===== config.mk =====
export PLATFORM = sky130hd
export DESIGN_NAME = sd_step_trace
export DESIGN_NICKNAME = d
export VERILOG_FILES = /design/src/rtl/sd_step_trace.sv
export SDC_FILE = /design/constraint.sdc
export NUM_CORES = 1
export LEC_CHECK = 0
export CORE_ASPECT_RATIO = 1.2
export CORE_UTILIZATION = 56
export CTS_BUF_LIST = sky130_fd_sc_hd__clkbuf_16
export DETAILED_ROUTE_END_ITERATION = 10
export PLACE_DENSITY = 0.72
export SETUP_SLACK_MARGIN = 0.02
export SKIP_CTS_REPAIR_TIMING = 1
export SLEW_MARGIN = 10
export SYNTH_ARGS = -nofsm -noshare
export SYNTH_HDL_FRONTEND = slang
export SYNTH_SLANG_ARGS = --single-unit

===== constraint.sdc =====
create_clock -name clk -period 8 [get_ports clk]
set_input_delay 1.6 -clock clk [delete_from_list [all_inputs] [get_ports clk]]
set_output_delay 1.6 -clock clk [all_outputs]
set_load 0.02 [all_outputs]

===== src/rtl/sd_step_trace.sv =====
// Passive trace tap for a srdy/drdy link: every completed transfer is stored with a
// timestamp in a circular buffer and drained through a srdy/drdy read port.
// Optional capture trigger: define SD_STEP_TRACE_TRIG_EN.
module sd_step_trace #(
    parameter int width = 32,
    parameter int depth = 16,
    parameter int tsw = 16,
    localparam int asz = $clog2(depth)
) (
    input  logic             clk,
    input  logic             rst,
    input  logic             tap_srdy,
    input  logic             tap_drdy,
    input  logic [width-1:0] tap_data,
    output logic             rd_srdy,
    input  logic             rd_drdy,
    output logic [width-1:0] rd_data,
    output logic [tsw-1:0]   rd_stamp,
    input  logic             cfg_clear,
    input  logic             cfg_wrap,
    output logic [asz:0]     sts_count,
`ifdef SD_STEP_TRACE_TRIG_EN
    input  logic [width-1:0] cfg_trig_mask,
    input  logic [width-1:0] cfg_trig_value,
    output logic             sts_armed,
`endif
    output logic             sts_overflow
);

    localparam logic [asz:0] full_count = (asz+1)'(depth);

    // Handshake: a transfer completes on a rising clk edge where srdy && drdy are both 1.
    // The tap only observes its link; on the read port rd_srdy holds an entry until rd_drdy
    // accepts it, and the entry stays stable meanwhile unless wrap-on-full moves the head.

    logic [tsw-1:0]       ts;
    logic [asz-1:0]       wr_ptr;
    logic [asz-1:0]       rd_ptr;
    logic [asz:0]         count;
    logic                 overflow;
    logic [tsw+width-1:0] mem [depth];
    logic [tsw+width-1:0] rd_entry;

    logic xfer;
    logic armed_now;
    logic cap;
    logic pop;
    logic full;
    logic wr_en;
    logic rd_adv;

    assign xfer = tap_srdy && tap_drdy;

`ifdef SD_STEP_TRACE_TRIG_EN
    logic armed;
    logic trig_hit;

    assign trig_hit  = xfer && ((tap_data & cfg_trig_mask) == (cfg_trig_value & cfg_trig_mask));
    // The triggering transfer itself is captured, so the match is OR-ed in combinationally.
    assign armed_now = armed || trig_hit;
    assign sts_armed = armed;

    always_ff @(posedge clk) begin
        if (rst || cfg_clear) begin
            armed <= 1'b0;
        end else if (trig_hit) begin
            armed <= 1'b1;
        end
    end
`else
    assign armed_now = 1'b1;
`endif

    assign cap     = xfer && armed_now;
    assign rd_srdy = (count != '0);
    assign pop     = rd_srdy && rd_drdy;
    assign full    = (count == full_count);

    // When full, wr_ptr == rd_ptr: a write either replaces the entry being popped this
    // cycle, or (wrap mode) overwrites the oldest entry and drags the head forward.
    assign wr_en  = cap && (!full || pop || cfg_wrap);
    assign rd_adv = pop || (cap && full && cfg_wrap);

    always_ff @(posedge clk) begin
        if (rst || cfg_clear) begin
            ts       <= '0;
            wr_ptr   <= '0;
            rd_ptr   <= '0;
            count    <= '0;
            overflow <= 1'b0;
        end else begin
            ts <= ts + tsw'(1);
            if (wr_en) begin
                wr_ptr <= wr_ptr + asz'(1);
            end
            if (rd_adv) begin
                rd_ptr <= rd_ptr + asz'(1);
            end
            if (wr_en && !rd_adv) begin
                count <= count + (asz+1)'(1);
            end else if (rd_adv && !wr_en) begin
                count <= count - (asz+1)'(1);
            end
            if (cap && full && !pop) begin
                overflow <= 1'b1;
            end
        end
    end

    always_ff @(posedge clk) begin
        if (!rst && !cfg_clear && wr_en) begin
            mem[wr_ptr] <= {ts, tap_data};
        end
    end

    assign rd_entry     = mem[rd_ptr];
    assign rd_data      = rd_entry[width-1:0];
    assign rd_stamp     = rd_entry[tsw+width-1:width];
    assign sts_count    = count;
    assign sts_overflow = overflow;

endmodule


# Word-level counts from Yosys, hierarchy flattened
# Memories as Yosys holds them, arrays and structs flattened. A register that Yosys moved wholly into a read port is not among the register bits.
# Cells that the tools add are included.
[op_classes]
n_addsub = 5
n_eq_ne = 1
mux = 6
reduce_logical = 22
[ops]
columns = ["cell", "count"]
rows = [
  ["$add A16 B1 Y16 const B", 1],
  ["$logic_and A1 B1 Y1", 10],
  ["$mux W5", 2],
  ["$add A4 B1 Y4 const B", 2],
  ["$mux W4", 2],
  ["$logic_not A1 Y1", 6],
  ["$add A5 B1 Y5 const B", 1],
  ["$eq A5 B5 Y1 const B", 1],
  ["$reduce_bool A5 Y1", 1],
  ["$sub A5 B1 Y5 const B", 1],
  ["$logic_or A1 B1 Y1", 4],
  ["$mux W1", 2],
  ["$reduce_bool A2 Y1", 1],
]
[totals]
regBits = 30
ram_bits = 768
input_bits = 39
output_inout_bits = 55
word_cells = 40
memories = 1
[mem_list]
columns = ["name", "words", "word_bits", "read_ports", "rd_ports_with_merged_regs", "write_ports", "line_no", "text"]
rows = [
  ["mem", 16, 48, 1, 1, 1, "41", "logic [tsw+width-1:0] mem [depth];"],
]

# Depth between registers and ports, before layout
# Gate-level depths: netlist of the first run.
[logic_depth]
word_depth = 9
depth_mapped = 10

# Worst setup path before layout of the first run
# Ideal clock, no wire load.
[synth_path]
path_kind = "in2reg"
start = "input rd_drdy"
end = "memory mem[0][0] (netlist bit) (enable)"
setup_ns = 0.513
arrival_ns = 5.538
t_required_ns = 7.487
setup_slack_ns = 1.950
stages = 4
path_buffers = 0
path_cell_list = "nor2_1 > a31oi_2 > nand3_1 > nor3_1"
[synth_between]
elab_chain_cells = 7
[synth_rtl]
columns = ["item", "line_no", "text"]
rows = [
  ["from (decl)", "16", "input logic rd_drdy,"],
  ["$logic_and A1 B1 Y1", "76", "assign pop = rd_srdy && rd_drdy;"],
  ["$logic_or A1 B1 Y1 (2 in a row)", "81", "assign wr_en = cap && (!full || pop || cfg_wrap);"],
  ["$logic_and A1 B1 Y1", "81", ""],
  ["via wr_en", "49", "logic wr_en;"],
  ["$logic_and A1 B1 Y1", "111", "if (!rst && !cfg_clear && wr_en) begin"],
  ["$mux W1", "111", ""],
  ["$mux W1 (implied by the code)", "112", "mem[wr_ptr] <= {ts, tap_data};"],
  ["to (decl)", "41", ""],
]
# The timed path passes the listed nets, and every way through them passes these cells.

==> results of run 1 <==
==> tightest hold or removal path, delay by kind of cell (launching register included) <==
kind / cells / cell delay (ns)
simple gates: 1 / 0.05
mux: 1 / 0.07
flops: 1 / 0.31
==> per-stage QoR <==
step | power, mW | util (%)
finish | 8.447 | 64.57
detailed placement | 5.075 | 60.09
floorplan | 4.942 | -
global placement | 5.067 | 60.09
global route | 8.687 | 64.57
CTS | 8.512 | 64.57
==> report_power, final <==
part | switching [mW] | leakage [nW] | internal (mW) | total, mW
combinational | 0.185 | 2.28 | 0.186 | 0.371
clock | 1.48 | 1.22 | 1.99 | 3.47
sequential | 0.0224 | 7.14 | 4.59 | 4.61
==> cell families after synthesis <==
kind of cell / count (synthesis) / share of synthesized area (%)
flops: 802 / 78.23
compound gates: 121 / 2.923
simple gates: 153 / 2.292
mux: 196 / 14.38
buf+inv: 79 / 1.220
fa+ha+maj: 12 / 0.5195
xor+xnor: 15 / 0.4329
==> routing by layer <==
metal	wire (microns)	share of wire, %	GRT usage, %	vias to the layer above
met5	0	0	0	-
met1	24350	40	31.42	7479
li1	-	-	-	6057
met2	30590	50	37.06	594
met4	1667	2.7	8.631	0
met3	4219	6.9	3.593	108
==> final cells by class <==
class                   count  area [sq um]
inverters                   9         33.78
well taps                 712         890.9
clock buffers              79          1977
flip-flops and latches    802         23750
clock inverters            57         425.4
repair buffers            124          1189
multi-input cells         497          6370
fillers                  3424         19010
==> cells in the mapped netlist, types with 2 or more instances <==
cell type / number / area, sq um
nor2_1: 42 / 157.7
nand2_1: 62 / 232.7
buf_1: 17 / 63.81
and3_1: 2 / 12.51
a31o_2: 3 / 26.28
nand2b_1: 3 / 18.77
clkbuf_1: 30 / 112.6
nor4_1: 2 / 12.51
xnor2_1: 7 / 61.31
a21oi_1: 9 / 45.04
edfxtp_1: 768 / 23060
nand4_1: 4 / 25.02
mux2i_1: 4 / 40.04
xor2_1: 8 / 70.07
dfxtp_1: 34 / 680.7
ha_1: 11 / 137.6
nor2b_1: 2 / 12.51
nand3_1: 13 / 65.06
buf_2: 5 / 25.02
o21ai_0: 2 / 10.01
and2_1: 3 / 18.77
buf_4: 18 / 135.1
o21ai_1: 2 / 10.01
a31oi_1: 2 / 12.51
a22oi_1: 96 / 720.7
mux4_2: 192 / 4324
inv_1: 9 / 33.78
or3_1: 5 / 31.28
nor3_1: 9 / 45.04
==> final timing paths <==
path                             start                     end  cells past startpoint
min             rd_ptr[3]$_SDFFE_PP0N_  rd_ptr[3]$_SDFFE_PP0N_                      2
min reg2reg     rd_ptr[3]$_SDFFE_PP0N_  rd_ptr[3]$_SDFFE_PP0N_                      2
max                           register              rd_data[4]                      5
max reg2reg  sts_count[0]$_SDFFE_PP0P_    mem[9][22]$_DFFE_PP_                      5
==> sequential cells by signal (all words and copies together), names as in the netlist, named ones only <==
signal        cells
wr_ptr            4
mem             768
ts               16
rd_ptr            4
sts_overflow      1
sts_count         5
==> flow_summary.json, run 1 <==
{
  "cts_tree": "built",
  "hold_ws_ns": 0.4833,
  "grt_pass1_vias": 15040,
  "grt_overflow_total": 0,
  "end_kind": "output port",
  "ys_seq_elements": 802,
  "firstDrtPassIters": 5,
  "netlist_instances": 1378,
  "wl_per_cell_microns": 26.68,
  "synth_edf_count": 768,
  "clk_latency_ns": 0.60,
  "rows": 93,
  "die_x_microns": 214.5,
  "cp_num_buf_inv": 2,
  "io_pins": 94,
  "syn_area_per_cell_sq_um": 22.02,
  "cts_root_buf": "clkbuf_16",
  "wl_mm": 60.82,
  "status": "complete, no violations",
  "cp_top_family": "buffers and inverters",
  "initial_utilization_pct": 56.58,
  "dieArea_sq_um": 55130,
  "final_common_cell": "edfxtp_1",
  "p_leak_nw": 10.64,
  "grt_max_degree": 72,
  "clockBufferDepth": 3,
  "grtUsageTotal_pct": 22.74,
  "layout-drive-gt1-share_pct": 22.90,
  "r2r_setup_slack_ns": 4.69,
  "crit_path_start_kind": "register",
  "clock-sinks": 802,
  "peakVddDrop_mv": 0.1681,
  "viasPerCell": 6.245,
  "syn2layout_area_growth_pct": 14.12,
  "hold_violations": 0,
  "finClkSkew_ns": 0.01271,
  "die_h_microns": 257.0,
  "layout_common_cells": "768 x edfxtp_1, 192 x mux4_2, 96 x a22oi_1",
  "synth_cell_types": 43,
  "netlist_area_sq_um": 30350,
  "htreeDepth": 3,
  "dr.first_iter.drc_count": 1406,
  "cts_buffers": 76,
  "core_area_sq_um": 53640,
  "drc_errors": 0,
  "powerDensity_nw_per_um2": 243.9,
  "worstPathCellList": "buf_4, mux4_2, a22oi_1, nand2_1, clkdlybuf4s50_1",
  "syn_nets": 1429,
  "final_area_sq_um": 34640,
  "cap_violations": 0,
  "gp_routability_congestion": 0.7125,
  "finalMaxSlewViolations": 0,
  "finalWorstSetupSlack_ns": 2.553,
  "postPlaceCellArea_sq_um": 32230,
  "dp_cells": 2144,
  "crit_slowest_cell": "dfxtp_4",
  "critPathKind": "reg -> out",
  "ant_nets": 0,
  "port_buffers": 93,
  "nets": 1561,
  "grt_pass1_wl_mm": 92.27,
  "fin_cells": 2280,
  "async_flop_share_pct": 0,
  "fin_crit_sh_pct": 68.09,
  "pre_cts_slack_ns": 3.051,
  "dp_hpwl_mm": 30.48,
  "crit_fanout": 40,
  "layout_min_cycle_time_ns": 5.447,
  "tightest_slew_ns": 1.210,
  "n_antenna_cell": 0,
  "yosysSeqAreaShare_pct": 78.23,
  "rsz0062_at_grt": "no",
  "hp-class": "reg -> reg",
  "yosysWarnings": 0,
  "worst_path_largest_cell_delay_ns": 0.84,
  "worst-endpoint-required_ns": 6.40,
  "setup_tns_ns": 0,
  "clk_pin_slew_ns": 0.06,
  "fmaxAchievable_mhz": 183.6,
  "slew_headroom_pct": 19.13,
  "setup_viol": 0,
  "cp_data_arrival_time_ns": 3.85,
  "vias": 14240,
  "ys.flop_type": "edfxtp_1",
  "antenna_found_initial": 0
}
No activity file was read; power rests on OpenSTA's default activity.
==> inputs of run 2 (changes only) <==
==> constraint.sdc (replaced) <==
create_clock -name clk -period 5.3 [get_ports clk]
set_input_delay 1.06 -clock clk [delete_from_list [all_inputs] [get_ports clk]]
set_output_delay 1.06 -clock clk [all_outputs]
set_load 0.02 [all_outputs]
==> flow_summary.json, run 2 (same netlist as run 1, synthesis figures left out) <==
{
  "status": "complete, no violations",
  "grt_max_degree": 49,
  "die_x_microns": 214.5,
  "p_leak_nw": 10.68,
  "critPathKind": "reg -> out",
  "grt_pass1_wl_mm": 94.32,
  "wl_mm": 62.06,
  "clockBufferDepth": 3,
  "initial_utilization_pct": 56.58,
  "fin_cells": 2279,
  "clk_latency_ns": 0.59,
  "peakVddDrop_mv": 0.2291,
  "cp_data_arrival_time_ns": 3.36,
  "rsz0062_at_grt": "no",
  "core_area_sq_um": 53640,
  "cap_violations": 0,
  "powerDensity_nw_per_um2": 363.2,
  "fmaxAchievable_mhz": 226.0,
  "firstDrtPassIters": 5,
  "drc_errors": 0,
  "multi_input_area_sq_um": 6395,
  "crit_path_start_kind": "register",
  "hold_violations": 0,
  "dieArea_sq_um": 55130,
  "r2r_start": "sts_count[1]$_SDFFE_PP0P_",
  "hold_ws_ns": 0.4811,
  "gp_routability_congestion": 0.7815,
  "vias": 14390,
  "finalPower_mw": 12.62,
  "tightest_slew_ns": 1.186,
  "end_kind": "output port",
  "nets": 1566,
  "dr.first_iter.drc_count": 1463,
  "ant_nets": 0,
  "antenna_found_initial": 0,
  "cts_root_buf": "clkbuf_16",
  "slew_headroom_pct": 20.77,
  "die_h_microns": 257.0,
  "n_antenna_cell": 0,
  "worst-endpoint-required_ns": 4.24,
  "port_buffers": 93,
  "final.fill_count": 3397,
  "hp-start": "sts_overflow$_SDFFE_PP0P_",
  "hp-class": "reg -> reg",
  "grt_overflow_total": 0,
  "dp_cells": 2152,
  "clk_pin_slew_ns": 0.06,
  "crit_fanout": 29,
  "dp_hpwl_mm": 34.93,
  "regMostFlops": "mem",
  "setup_tns_ns": 0,
  "finClkSkew_ns": 0.02132,
  "fin_crit_sh_pct": 83.47,
  "largest_reg_flops": 768,
  "wl_per_cell_microns": 27.23,
  "syn2layout_area_growth_pct": 14.47,
  "setup_viol": 0,
  "regArea_sq_um": 23750,
  "layout_common_cells": "768 x edfxtp_1, 192 x mux4_2, 96 x a22oi_1",
  "grtUsageTotal_pct": 23.16,
  "io_pins": 94,
  "cts_tree": "built",
  "cts_buffers": 73,
  "viasPerCell": 6.315,
  "rows": 93,
  "layout-drive-gt1-share_pct": 22.53,
  "grt_pass1_vias": 14860,
  "clock-sinks": 802,
  "final_common_cell": "edfxtp_1",
  "layout_min_cycle_time_ns": 4.424,
  "htreeDepth": 3,
  "finalMaxSlewViolations": 0
}
[run 2: worst paths after layout]
kind / slack (ns) / depth (start not counted) / endpoint
min: 0.48 / 2 / sts_overflow$_SDFFE_PP0P_
max: 0.88 / 6 / rd_data[23]
max reg2reg: 2.21 / 5 / mem[0][17]$_DFFE_PP_
min reg2reg: 0.48 / 2 / sts_overflow$_SDFFE_PP0P_
[run 2: through the flow]
stage               util [%]  instance area [sq um]  setup WS (ns)
detailed placement     60.48                  32440          1.171
finish                 64.77                  34740         0.8762
CTS                    64.77                  34740         0.7625
global route           64.77                  34740         0.6818
global placement       60.48                  32440          1.314
floorplan                  -                  30370          1.071
[run 2: critical path, stage by stage, from the launching register on]
cell             delay, ns
dfxtp_4               0.68
buf_12                0.33
buf_4                 0.27
mux4_2                0.52
a22oi_1               0.28
nand2_1               0.11
clkdlybuf4s50_1       0.55
[run 2: routing by layer]
metal / up-vias / global-route usage, % / routed length [microns]
li1: 6060 / - / -
met1: 7672 / 35.20 / 26730
met2: 596 / 35.83 / 30120
met3: 63 / 3.262 / 4372
met4: 0 / 6.270 / 843
met5: - / 0 / 0
[run 2: final cells by class]
| type | instances | share of cell area [%] |
|---|---|---|
| Sequential cell | 802 | 68.36 |
| Tap cell | 712 | 2.564 |
| Timing Repair Buffer | 132 | 3.954 |
| Clock inverter | 50 | 1.070 |
| Clock buffer | 77 | 5.546 |
| Multi-Input combinational cell | 497 | 18.41 |
| Inverter | 9 | 0.09724 |
[run 2: report_power, final]
part	internal [mW]	switching, mW	leakage [nW]
Clock	2.91	2.15	1.21
Sequential	6.92	0.0280	7.14
Combinational	0.291	0.320	2.33
